File: config.mk
export PLATFORM = sky130hd
export DESIGN_NAME = decode_stage
export DESIGN_NICKNAME = d
export VERILOG_FILES = /design/src/rtl/decode_stage.sv
export SDC_FILE = /design/constraint.sdc
export NUM_CORES = 1
export LEC_CHECK = 0
export CAP_MARGIN = 20
export CELL_PAD_IN_SITES_DETAIL_PLACEMENT = 1
export CELL_PAD_IN_SITES_GLOBAL_PLACEMENT = 1
export CORE_UTILIZATION = 39
export DETAILED_ROUTE_END_ITERATION = 10
export PLACE_DENSITY_LB_ADDON = 0.1
export SLEW_MARGIN = 20
export SYNTH_ARGS = -nofsm -noshare
export SYNTH_HDL_FRONTEND = slang
export SYNTH_SLANG_ARGS = --single-unit
File: constraint.sdc
create_clock -name clk -period 7.4 [get_ports clk]
set_input_delay 0.74 -clock clk [delete_from_list [all_inputs] [get_ports clk]]
set_output_delay 0.74 -clock clk [all_outputs]
set_load 0.1 [all_outputs]
File: src/rtl/decode_stage.sv
// decode_stage
//   RV32I/RV32E decode stage between fetch and execute. An instruction word is
//   decoded combinationally into a bundle (pc, opcode, register indices, funct
//   fields, sign-extended immediate, illegal flag). The bundle goes into an
//   output register with a single skid entry behind it, so the stage can run
//   at full throughput while in_ready stays a registered signal.
//
//   Parameters
//     XLEN            datapath width for pc and immediate (>= 32)
//     REG_ADDR_WIDTH  register index width (5 = RV32I, 4 = RV32E)
//
//   Ports
//     clk, rst        clock, asynchronous active-high reset
//     flush           synchronous kill of everything buffered and the input
//     in_valid/ready  fetch-side handshake, in_inst / in_pc payload
//     out_valid/ready execute-side handshake
//     out_pc, op, rd, rs1, rs2, funct3, funct7, imm, illegal  decoded bundle
module decode_stage #(
  parameter int XLEN           = 32,
  parameter int REG_ADDR_WIDTH = 5
) (
  input  logic                      clk,
  input  logic                      rst,
  input  logic                      flush,
  input  logic                      in_valid,
  output logic                      in_ready,
  input  logic [31:0]               in_inst,
  input  logic [XLEN-1:0]           in_pc,
  output logic                      out_valid,
  input  logic                      out_ready,
  output logic [XLEN-1:0]           out_pc,
  output logic [6:0]                op,
  output logic [REG_ADDR_WIDTH-1:0] rd,
  output logic [REG_ADDR_WIDTH-1:0] rs1,
  output logic [REG_ADDR_WIDTH-1:0] rs2,
  output logic [2:0]                funct3,
  output logic [6:0]                funct7,
  output logic [XLEN-1:0]           imm,
  output logic                      illegal
);

  localparam logic [6:0] OPC_LUI    = 7'b0110111;
  localparam logic [6:0] OPC_AUIPC  = 7'b0010111;
  localparam logic [6:0] OPC_JAL    = 7'b1101111;
  localparam logic [6:0] OPC_JALR   = 7'b1100111;
  localparam logic [6:0] OPC_LOAD   = 7'b0000011;
  localparam logic [6:0] OPC_STORE  = 7'b0100011;
  localparam logic [6:0] OPC_BRANCH = 7'b1100011;
  localparam logic [6:0] OPC_OPIMM  = 7'b0010011;
  localparam logic [6:0] OPC_OP     = 7'b0110011;

  typedef struct packed {
    logic [XLEN-1:0]           pc;
    logic [6:0]                op;
    logic [REG_ADDR_WIDTH-1:0] rd;
    logic [REG_ADDR_WIDTH-1:0] rs1;
    logic [REG_ADDR_WIDTH-1:0] rs2;
    logic [2:0]                funct3;
    logic [6:0]                funct7;
    logic [XLEN-1:0]           imm;
    logic                      illegal;
  } bundle_t;

  bundle_t    dec;
  bundle_t    out_q;
  bundle_t    skid_q;
  logic       out_valid_q;
  logic       skid_valid_q;

  logic [31:0] imm32;
  logic [6:0]  opc;
  logic [2:0]  f3;
  logic [6:0]  f7;
  logic        unsupported;
  logic        bad_funct;
  logic        use_rd;
  logic        use_rs1;
  logic        use_rs2;
  logic        rd_hi;
  logic        rs1_hi;
  logic        rs2_hi;
  logic        reg_bad;
  logic        f7_std;

  // ---------------------------------------------------------------------------
  // Combinational decode
  // ---------------------------------------------------------------------------
  always_comb begin
    opc         = in_inst[6:0];
    f3          = in_inst[14:12];
    f7          = in_inst[31:25];
    imm32       = '0;
    unsupported = 1'b0;
    bad_funct   = 1'b0;
    use_rd      = 1'b0;
    use_rs1     = 1'b0;
    use_rs2     = 1'b0;
    f7_std      = (f7 == 7'b0000000) || (f7 == 7'b0100000);

    // Register field bits at or above REG_ADDR_WIDTH; always zero for RV32I.
    rd_hi  = |(in_inst[11:7]  >> REG_ADDR_WIDTH);
    rs1_hi = |(in_inst[19:15] >> REG_ADDR_WIDTH);
    rs2_hi = |(in_inst[24:20] >> REG_ADDR_WIDTH);

    case (opc)
      OPC_LUI, OPC_AUIPC: begin
        imm32  = {in_inst[31:12], 12'b0};
        use_rd = 1'b1;
      end
      OPC_JAL: begin
        imm32  = {{11{in_inst[31]}}, in_inst[31], in_inst[19:12], in_inst[20],
                  in_inst[30:21], 1'b0};
        use_rd = 1'b1;
      end
      OPC_JALR: begin
        imm32     = {{20{in_inst[31]}}, in_inst[31:20]};
        use_rd    = 1'b1;
        use_rs1   = 1'b1;
        bad_funct = (f3 != 3'b000);
      end
      OPC_LOAD: begin
        imm32     = {{20{in_inst[31]}}, in_inst[31:20]};
        use_rd    = 1'b1;
        use_rs1   = 1'b1;
        bad_funct = (f3 == 3'b011) || (f3 == 3'b110) || (f3 == 3'b111);
      end
      OPC_STORE: begin
        imm32     = {{20{in_inst[31]}}, in_inst[31:25], in_inst[11:7]};
        use_rs1   = 1'b1;
        use_rs2   = 1'b1;
        bad_funct = (f3 >= 3'b011);
      end
      OPC_BRANCH: begin
        imm32     = {{19{in_inst[31]}}, in_inst[31], in_inst[7], in_inst[30:25],
                     in_inst[11:8], 1'b0};
        use_rs1   = 1'b1;
        use_rs2   = 1'b1;
        bad_funct = (f3 == 3'b010) || (f3 == 3'b011);
      end
      OPC_OPIMM: begin
        imm32     = {{20{in_inst[31]}}, in_inst[31:20]};
        use_rd    = 1'b1;
        use_rs1   = 1'b1;
        // Shift-immediates carry a funct7 in the upper immediate bits.
        bad_funct = ((f3 == 3'b001) && (f7 != 7'b0000000)) ||
                    ((f3 == 3'b101) && !f7_std);
      end
      OPC_OP: begin
        use_rd    = 1'b1;
        use_rs1   = 1'b1;
        use_rs2   = 1'b1;
        bad_funct = !f7_std ||
                    ((f7 == 7'b0100000) && (f3 != 3'b000) && (f3 != 3'b101));
      end
      default: unsupported = 1'b1;
    endcase

    reg_bad = (use_rd && rd_hi) || (use_rs1 && rs1_hi) || (use_rs2 && rs2_hi);

    dec         = '0;
    dec.pc      = in_pc;
    dec.op      = opc;
    dec.rd      = in_inst[7  +: REG_ADDR_WIDTH];
    dec.rs1     = in_inst[15 +: REG_ADDR_WIDTH];
    dec.rs2     = in_inst[20 +: REG_ADDR_WIDTH];
    dec.funct3  = f3;
    dec.funct7  = f7;
    dec.imm     = XLEN'($signed(imm32));
    dec.illegal = (in_inst[1:0] != 2'b11) || unsupported || bad_funct || reg_bad;
  end

  // ---------------------------------------------------------------------------
  // Output register + skid entry
  // ---------------------------------------------------------------------------
  // in_ready depends only on the skid flag, so an accepted input always has a
  // place to go: the output register if it frees up, otherwise the skid entry.
  assign in_ready = ~skid_valid_q;

  always_ff @(posedge clk or posedge rst) begin
    if (rst) begin
      out_q        <= '0;
      skid_q       <= '0;
      out_valid_q  <= 1'b0;
      skid_valid_q <= 1'b0;
    end else if (flush) begin
      out_valid_q  <= 1'b0;
      skid_valid_q <= 1'b0;
    end else if (~out_valid_q | out_ready) begin
      if (skid_valid_q) begin
        // Older bundle first; in_ready is low, so no input arrives this edge.
        out_q        <= skid_q;
        out_valid_q  <= 1'b1;
        skid_valid_q <= 1'b0;
      end else if (in_valid) begin
        out_q       <= dec;
        out_valid_q <= 1'b1;
      end else begin
        out_valid_q <= 1'b0;
      end
    end else if (in_valid & ~skid_valid_q) begin
      skid_q       <= dec;
      skid_valid_q <= 1'b1;
    end
  end

  assign out_valid = out_valid_q;
  assign out_pc    = out_q.pc;
  assign op        = out_q.op;
  assign rd        = out_q.rd;
  assign rs1       = out_q.rs1;
  assign rs2       = out_q.rs2;
  assign funct3    = out_q.funct3;
  assign funct7    = out_q.funct7;
  assign imm       = out_q.imm;
  assign illegal   = out_q.illegal;

endmodule

==> results of run 1 <==
[cell families after synthesis]
logic type	synth area share, %
buffers and inverters	3.97
AO/OA/AOI/OAI	12.8
flip-flops	57.0
AND/OR/NAND/NOR	18.7
multiplexers	7.45
[layer usage]
layer  up-vias  wire length (microns)  GRT usage, %
met4         0                    138          5.61
li1       3333                      -             -
met1      3521                  11400          32.1
met2       154                  11700          35.9
met5         -                      0             0
met3        11                   1100          4.06
[final timing paths]
kind / start / cells past startpoint / to
min: skid_q[72]$_DFFE_PP0P_ / 2 / skid_q[72]$_DFFE_PP0P_
max reg2reg: skid_valid_q$_DFFE_PP0P_ / 4 / imm[27]$_DFFE_PP0P_
min in group asynchronous: rst / 2 / skid_q[75]$_DFFE_PP0P_
max: skid_valid_q$_DFFE_PP0P_ / 2 / in_ready
min reg2reg: skid_q[72]$_DFFE_PP0P_ / 2 / skid_q[72]$_DFFE_PP0P_
max in group asynchronous: rst / 3 / skid_q[24]$_DFFE_PP0P_
[state kept, by name (all words and copies together) (netlist names)]
signal / cells
skid_q: 97
imm: 32
out_pc: 32
funct7: 7
op: 7
rd: 5
rs1: 5
rs2: 5
funct3: 3
illegal: 1
out_valid: 1
skid_valid_q: 1
[area by class of cell]
class                           count  area share [%]
Sequential cell                   196            44.6
Timing Repair Buffer              175            15.9
Inverter                            4           0.205
Clock buffer                       18            3.99
Multi-Input combinational cell    649            30.7
Tap cell                          275            3.13
Clock inverter                     14            1.48
[Yosys cell counts, drive strengths merged (2+ instances only)]
master  count  share of area, %
nor2b       3              0.22
buf        26               1.5
a221oi     10               1.1
inv         4              0.17
a21oi      48               2.8
nor3b       2              0.17
dfrtp     196                57
nor3        7              0.60
nor4        3              0.36
clkbuf     38               2.3
a22oi      12               1.0
o21ai     104               6.1
nand3      15              0.87
a31oi       2              0.15
mux2i      64               7.4
o22ai       9              0.65
nand2     305                13
or3         4              0.32
and3        3              0.22
nor2       41               1.8
or2b        2              0.20
[where the power goes]
group | total [mW] | switching [mW] | internal [mW]
clock | 0.966 | 0.446 | 0.519
combinational | 1.08 | 0.816 | 0.261
sequential | 1.36 | 0.107 | 1.25
total | 3.40 | 1.37 | 2.03
[placed cells by master, fill, tap and decap left out, types with 3 or more instances in the layout]
cell | Yosys | routed
a21oi_1 | 48 | 48
a221oi_1 | 9 | 9
a22oi_1 | 12 | 12
buf_4 | 1 | 7
clkbuf_16 | 0 | 17
clkdlybuf4s50_1 | 0 | 167
dfrtp_1 | 196 | 195
inv_1 | 4 | 3
inv_6 | 0 | 6
inv_8 | 0 | 3
mux2i_1 | 64 | 64
nand2_1 | 305 | 305
nand3_1 | 15 | 14
nor2_1 | 39 | 39
nor2b_1 | 3 | 3
nor3_1 | 5 | 5
o21ai_0 | 94 | 94
o21ai_1 | 10 | 10
o22ai_1 | 9 | 9
[worst max-delay path: stages (launching register included)]
cell	delay (ns)
dfrtp_4	0.75
inv_1	0.74
clkdlybuf4s50_1	1.28
[stage by stage]
step / std cells / setup slack, ns
final: 1331 / 3.45
after global routing: 1331 / 3.31
after CTS: 1331 / 3.41
after detailed placement: 1299 / 3.71
after global placement: 1298 / 3.76
after floorplan: 913 / 1.32
==> flow_metrics.py, run 1 <==
metrics = {
    "global_routing": {
        "gr-usage-all-layers_pct": 22.7,
        "grt_pass1_wl_microns": 39500,
        "antenna_found_initial": 0,
        "grt_overflow": 0,
        "grt_max_degree": 127,
        "grt_pass1_vias": 7253,
    },
    "critical_path": {
        "cp-start-kind": "flip-flop",
        "critical_path_class": "reg -> out",
        "end_kind": "output port",
        "cp_data_arrival_time_ns": 3.21,
        "crit_path_max_fanout": 44,
        "cp.required_ns": 6.66,
        "r2r_slack_ns": 4.03,
    },
    "finish": {
        "antenna_cells": 0,
        "fillCellCount": 2395,
        "nNetsFinal": 1112,
        "multi_input_area_sq_um": 3380,
        "seq_area_sq_um": 4910,
        "area_growth_pct": 28.0,
        "design_area_sq_um": 11000,
        "final_util_pct": 51.7,
        "drive_gt1_share_pct": 5.78,
    },
    "timing": {
        "skew_ns": 0.0117,
        "rsz0062_at_grt": "false",
        "setup_viol": 0,
        "holdWs_ns": 0.476,
        "fin_crit_sh_pct": 53.4,
        "finalHoldViolCount": 0,
        "final.setup.tns_ns": 0,
        "fmax_ghz": 0.253,
        "slew_headroom_pct": 30.3,
        "slew_viol_final": 0,
        "worst_pin_slew_ns": 1.05,
        "period_minus_slack_ns": 3.95,
    },
    "yosys": {
        "synth_flop_cell": "dfrtp_1",
        "yosysWarnings": 0,
        "ys_seq_area_share_pct": 57.0,
        "synthCells": 913,
        "synth_edf_count": 0,
        "synthArstFlopShare_pct": 100,
        "syn_area_per_cell_sq_um": 9.42,
        "syn_area_sq_um": 8600,
        "synth_cell_types": 48,
        "ys_seq_elements": 196,
        "syn-num-nets": 982,
    },
    "power": {
        "total_power_mw": 3.40,
        "powerDensity_nw_per_um2": 309,
        "ir_worst_vdd_uv": 167,
        "p_leak_nw": 4.81,
    },
    "placed_design": {
        "portBuffers": 167,
        "dpl.hpwl_microns": 15700,
        "place_congestion": 0.779,
        "placed_area_sq_um": 10400,
    },
    "cts": {
        "post_cts_buffers": 0,
        "cts_max_level": 4,
        "insertion_delay_ns": 0.43,
        "ctsResizeCount": 0,
        "hold_buffers": 0,
        "cts_tree": "done",
        "cts_buffers": 17,
        "cts.reportedPaths.clkPinSlew_ns": 0.07,
        "cts-root-buf": "clkbuf_16",
        "clockBufferDepth": 2,
        "cts.sinks": 196,
    },
    "routing": {
        "routedWlPerCell_microns": 18.3,
        "route.detailed.drc": 0,
        "drt-vias-per-instance": 5.27,
        "dr.pass1.iters": 4,
        "ant_nets": 0,
        "wl_microns": 24300,
        "vias": 7019,
        "drt_iter0_drc": 360,
    },
    "run": {
        "max_cap_viol_count": 0,
    },
    "floorplan": {
        "fp.dieArea_sq_um": 22600,
        "initial_utilization_pct": 40.4,
        "pin_count": 168,
        "fp.dieW_microns": 150,
        "fp-row-count": 53,
        "coreArea_sq_um": 21300,
        "die_h_microns": 150,
    },
    "status": {
        "status": "complete, no violations",
    },
    "hold_path": {
        "hold_path_class": "reg -> reg",
    },
}
Note: power is estimated with default switching activity, not from simulation.
==> inputs of run 2 (changes only) <==
==> constraint.sdc (replaced) <==
create_clock -name clk -period 3.7 [get_ports clk]
set_input_delay 0.37 -clock clk [delete_from_list [all_inputs] [get_ports clk]]
set_output_delay 0.37 -clock clk [all_outputs]
set_load 0.1 [all_outputs]
==> flow_metrics.py, run 2 (synthesis gave the netlist of run 1 again) <==
metrics = {
    "status": {
        "status": "complete, no violations",
    },
    "global_routing": {
        "grt_pass1_wl_microns": 39100,
        "grt_overflow": 0,
        "gr-usage-all-layers_pct": 22.4,
        "grt_max_degree": 110,
        "antenna_found_initial": 0,
        "grt_pass1_vias": 7210,
    },
    "critical_path": {
        "cp.required_ns": 3.95,
        "crit_path_max_fanout": 39,
        "cp_top_family": "compound AO/OA/AOI/OAI gates",
        "end_kind": "flip-flop",
        "critical_path_class": "reg -> reg",
        "crit_slowest_cell": "dfrtp_4",
        "crit_path_cell_trace": "nor2_2 > nor3_4 > nand2_1 > buf_4 > a21oi_1 > a22oi_1",
        "cp-start-kind": "flip-flop",
        "cp_data_arrival_time_ns": 2.91,
        "max_stage_delay_ns": 0.90,
        "path_buf_inv": 1,
    },
    "finish": {
        "final_common_cell": "nand2_1",
        "nNetsFinal": 1122,
        "antenna_cells": 0,
        "final_cell_mix": "305 x nand2_1, 195 x dfrtp_1, 166 x clkdlybuf4s50_1",
        "finalNonFillerCells": 1341,
        "area_growth_pct": 28.6,
        "top_register": "skid_q",
        "largest_reg_flops": 97,
        "drive_gt1_share_pct": 6.66,
    },
    "cts": {
        "clockBufferDepth": 2,
        "post_cts_buffers": 0,
        "cts_max_level": 4,
        "cts_buffers": 17,
        "cts-root-buf": "clkbuf_16",
        "cts.sinks": 196,
        "cts.reportedPaths.clkPinSlew_ns": 0.07,
        "hold_buffers": 0,
        "insertion_delay_ns": 0.42,
        "cts_tree": "done",
        "ctsResizeCount": 0,
    },
    "routing": {
        "wl_microns": 24200,
        "drt-vias-per-instance": 5.21,
        "dr.pass1.iters": 4,
        "drt_iter0_drc": 390,
        "vias": 6980,
        "route.detailed.drc": 0,
        "ant_nets": 0,
        "routedWlPerCell_microns": 18.0,
    },
    "placed_design": {
        "place_congestion": 0.802,
        "dpl.hpwl_microns": 15600,
        "portBuffers": 167,
        "place_inst": 1309,
    },
    "timing": {
        "fmax_ghz": 0.377,
        "slew_headroom_pct": 28.1,
        "finalHoldViolCount": 0,
        "final.setup.tns_ns": 0,
        "fin_crit_sh_pct": 71.7,
        "worst_pin_slew_ns": 1.07,
        "slew_viol_final": 0,
        "period_minus_slack_ns": 2.65,
        "rsz0062_at_grt": "false",
        "holdWs_ns": 0.259,
        "skew_ns": 0.00596,
        "setup_viol": 0,
    },
    "floorplan": {
        "die_h_microns": 150,
        "fp.dieArea_sq_um": 22600,
        "coreArea_sq_um": 21300,
        "fp-row-count": 53,
        "initial_utilization_pct": 40.4,
        "fp.dieW_microns": 150,
        "pin_count": 168,
    },
    "hold_path": {
        "hold_path_class": "in -> async",
    },
    "power": {
        "p_leak_nw": 4.83,
        "seq_power_share_pct": 40.8,
        "ir_worst_vdd_uv": 322,
        "internal_power_mw": 3.95,
        "switching_share_pct": 40.6,
        "clkPwrFrac_pct": 26.6,
        "powerDensity_nw_per_um2": 601,
        "comb_power_share_pct": 32.6,
        "p_sw_mw": 2.70,
    },
    "run": {
        "max_cap_viol_count": 0,
    },
}
-- run 2: cell count changes in the layout (fill, tap and decap cells not counted), sizes merged --
cell,change
clkinvlp,+4
clkinv,+2
clkdlybuf4s50,-1
bufinv,-2
inv,-6
buf,+11
clkbuf,+2
-- run 2: final cells by class --
| class | instances | area, sq um |
|---|---|---|
| flip-flops and latches | 196 | 4910 |
| inverters | 4 | 18.8 |
| fillers | 2401 | 10200 |
| clock buffers | 20 | 457 |
| well taps | 275 | 344 |
| multi-input cells | 649 | 3380 |
| repair buffers | 185 | 1850 |
| clock inverters | 12 | 100 |
-- run 2: final timing paths --
kind	startpoint	end	slack (ns)	depth (start not counted)
worst max-delay path	skid_valid_q$_DFFE_PP0P_	imm[30]$_DFFE_PP0P_	1.05	6
worst min-delay path	rst	skid_q[68]$_DFFE_PP0P_	0.26	2
worst max register to register	skid_valid_q$_DFFE_PP0P_	imm[30]$_DFFE_PP0P_	1.05	6
worst min register to register	op[1]$_DFFE_PP0P_	op[1]$_DFFE_PP0P_	0.48	2
min in group clk	op[1]$_DFFE_PP0P_	op[1]$_DFFE_PP0P_	0.48	2
max in group asynchronous	rst	imm[13]$_DFFE_PP0P_	2.56	3
-- run 2: routing by layer --
metal	share of wire [%]	global-route usage, %	up-vias
li1	-	-	3345
met1	48	31.9	3493
met2	48	36.0	128
met3	3.8	3.03	14
met4	1.0	5.66	0
met5	0	0	-
-- run 2: worst register-to-register path: stages (launching register included) --
cell	delay, ns
dfrtp_4	0.90
nor2_2	0.17
nor3_4	0.18
nand2_1	0.09
buf_4	0.19
a21oi_1	0.72
a22oi_1	0.24
-- run 2: power groups by stage --
stage          Sequential [mW]  Clock [mW]  Combinational (mW)
3_5_place_dp              2.76           0                2.18
3_3_place_gp              2.74           0                2.15
4_1_cts                   2.72        1.81                2.19
2_1_floorplan             3.87           0               0.446
6_report                  2.71        1.77                2.17
5_1_grt                   2.76        1.89                2.29
-- run 2: metrics by stage --
| stage | setup WS [ns] | area (sq um) | power [mW] | util [%] |
|---|---|---|---|---|
| 3_5_place_dp | 0.788 | 10500 | 4.94 | 49.3 |
| 2_1_floorplan | 0.798 | 8600 | 4.32 | - |
| 4_1_cts | 1.00 | 11100 | 6.71 | 51.9 |
| 3_3_place_gp | 0.753 | 10500 | 4.89 | 49.3 |
| 6_report | 1.05 | 11100 | 6.65 | 51.9 |
| 5_1_grt | 0.846 | 11100 | 6.94 | 51.9 |
==> inputs of run 3 (changes only) <==
==> constraint.sdc (replaced) <==
create_clock -name clk -period 2.52 [get_ports clk]
set_input_delay 0.252 -clock clk [delete_from_list [all_inputs] [get_ports clk]]
set_output_delay 0.252 -clock clk [all_outputs]
set_load 0.1 [all_outputs]
==> flow_metrics.py, run 3 (synthesis gave the netlist of run 1 again) <==
metrics = {
    "floorplan": {
        "fp-row-count": 53,
        "coreArea_sq_um": 21300,
        "pin_count": 168,
        "fp.dieW_microns": 150,
        "fp.dieArea_sq_um": 22600,
        "initial_utilization_pct": 40.4,
        "die_h_microns": 150,
    },
    "finish": {
        "largest_reg_flops": 97,
        "antenna_cells": 0,
        "drive_gt1_share_pct": 17.5,
        "nNetsFinal": 1142,
        "final_common_cell": "nand2_1",
        "final_util_pct": 52.1,
        "final_cell_mix": "305 x nand2_1, 195 x dfrtp_1, 129 x buf_4",
        "area_growth_pct": 28.9,
        "top_register": "skid_q",
    },
    "routing": {
        "wl_microns": 25000,
        "ant_nets": 0,
        "drt-vias-per-instance": 5.19,
        "routedWlPerCell_microns": 18.4,
        "drt_iter0_drc": 414,
        "route.detailed.drc": 0,
        "dr.pass1.iters": 4,
        "vias": 7063,
    },
    "power": {
        "powerDensity_nw_per_um2": 908,
        "p_leak_nw": 5.11,
        "ir_worst_vdd_uv": 470,
    },
    "global_routing": {
        "grt_overflow": 0,
        "gr-usage-all-layers_pct": 23.4,
        "antenna_found_initial": 0,
        "grt_pass1_wl_microns": 40800,
        "grt_max_degree": 99,
        "grt_pass1_vias": 7541,
    },
    "status": {
        "status": "complete, no violations",
    },
    "cts": {
        "hold_buffers": 0,
        "cts.reportedPaths.clkPinSlew_ns": 0.07,
        "cts_tree": "done",
        "insertion_delay_ns": 0.43,
        "cts-root-buf": "clkbuf_16",
        "ctsResizeCount": 0,
        "cts_buffers": 17,
        "clockBufferDepth": 2,
        "post_cts_buffers": 0,
        "cts_max_level": 4,
        "cts.sinks": 196,
    },
    "hold_path": {
        "hold_path_class": "in -> async",
    },
    "critical_path": {
        "rr_worst_depth": 4,
        "r2r-start": "out_valid$_DFFE_PP0N_",
        "crit_path_max_fanout": 11,
        "critical_path_class": "in -> reg",
        "cp-start-kind": "input pin",
        "end_kind": "flip-flop",
        "cp.required_ns": 2.79,
        "r2r_end": "skid_q[31]$_DFFE_PP0P_",
        "cp_data_arrival_time_ns": 2.42,
        "r2r_slack_ns": 0.42,
    },
    "timing": {
        "final.setup.tns_ns": 0,
        "fin_crit_sh_pct": 85.6,
        "slew_headroom_pct": 33.0,
        "finalHoldViolCount": 0,
        "slew_viol_final": 0,
        "rsz0062_at_grt": "false",
        "skew_ns": 0.00942,
        "setup_viol": 0,
        "period_minus_slack_ns": 2.16,
        "fmax_ghz": 0.464,
        "worst_pin_slew_ns": 1.01,
        "setup_ws_ns": 0.363,
    },
    "placed_design": {
        "dpl.hpwl_microns": 16500,
        "place_congestion": 0.836,
        "place_ws_ns": -0.0970,
        "portBuffers": 167,
    },
    "run": {
        "max_cap_viol_count": 0,
    },
}
run 3: cell count changes in the layout (fill, tap and decap cells not counted), sizes merged:
cell           previous run  this run
clkinv                    6         2
bufinv                    0         3
clkinvlp                  4         3
buf                      19       137
inv                       6         8
clkdlybuf4s50           166        68
run 3: how the worst max path moves through the flow:
stage / start / endpoint / slack [ns]
2_1_floorplan: rst / funct3[0]$_DFFE_PP0P_ / -0.26
3_3_place_gp: in_inst[5] / imm[30]$_DFFE_PP0P_ / -0.04
3_5_place_dp: in_inst[5] / imm[26]$_DFFE_PP0P_ / -0.1
4_1_cts: in_inst[5] / imm[26]$_DFFE_PP0P_ / 0.36
5_1_grt: in_inst[5] / imm[27]$_DFFE_PP0P_ / 0.22
6_report: in_inst[5] / imm[26]$_DFFE_PP0P_ / 0.36
run 3: power breakdown:
part | leakage, nW | internal [mW] | switching [mW]
Combinational | 2.34 | 0.718 | 2.42
Sequential | 2.47 | 3.68 | 0.303
Clock | 0.306 | 1.67 | 1.28
run 3: per-stage QoR:
step	hold slack, ns	instance area (sq um)	total power, mW	std cells
floorplan	0.315	8600	6.34	913
global placement	0.456	10500	7.13	1329
detailed placement	0.463	10500	7.21	1329
CTS	0.215	11100	10.2	1361
global route	0.243	11100	10.5	1361
finish	0.212	11100	10.1	1361
run 3: critical path, stage by stage:
cell             delay (ns)
clkdlybuf4s50_1        0.55
nor2b_1                0.23
o21ai_0                0.19
a21oi_1                0.17
a21oi_1                0.81
a22oi_1                0.23
run 3: layout make-up:
cell class	count	area, sq um
fillers	2445	10200
flip-flops and latches	196	4910
multi-input cells	649	3380
repair buffers	205	1810
clock buffers	20	467
well taps	275	344
clock inverters	12	165
inverters	4	18.8
run 3: metal layers:
layer  part of all wire (%)  global-route usage [%]
met1                     46                    32.0
met4                    1.2                    6.46
met5                      0                       0
met3                    4.9                    4.30
met2                     47                    38.0
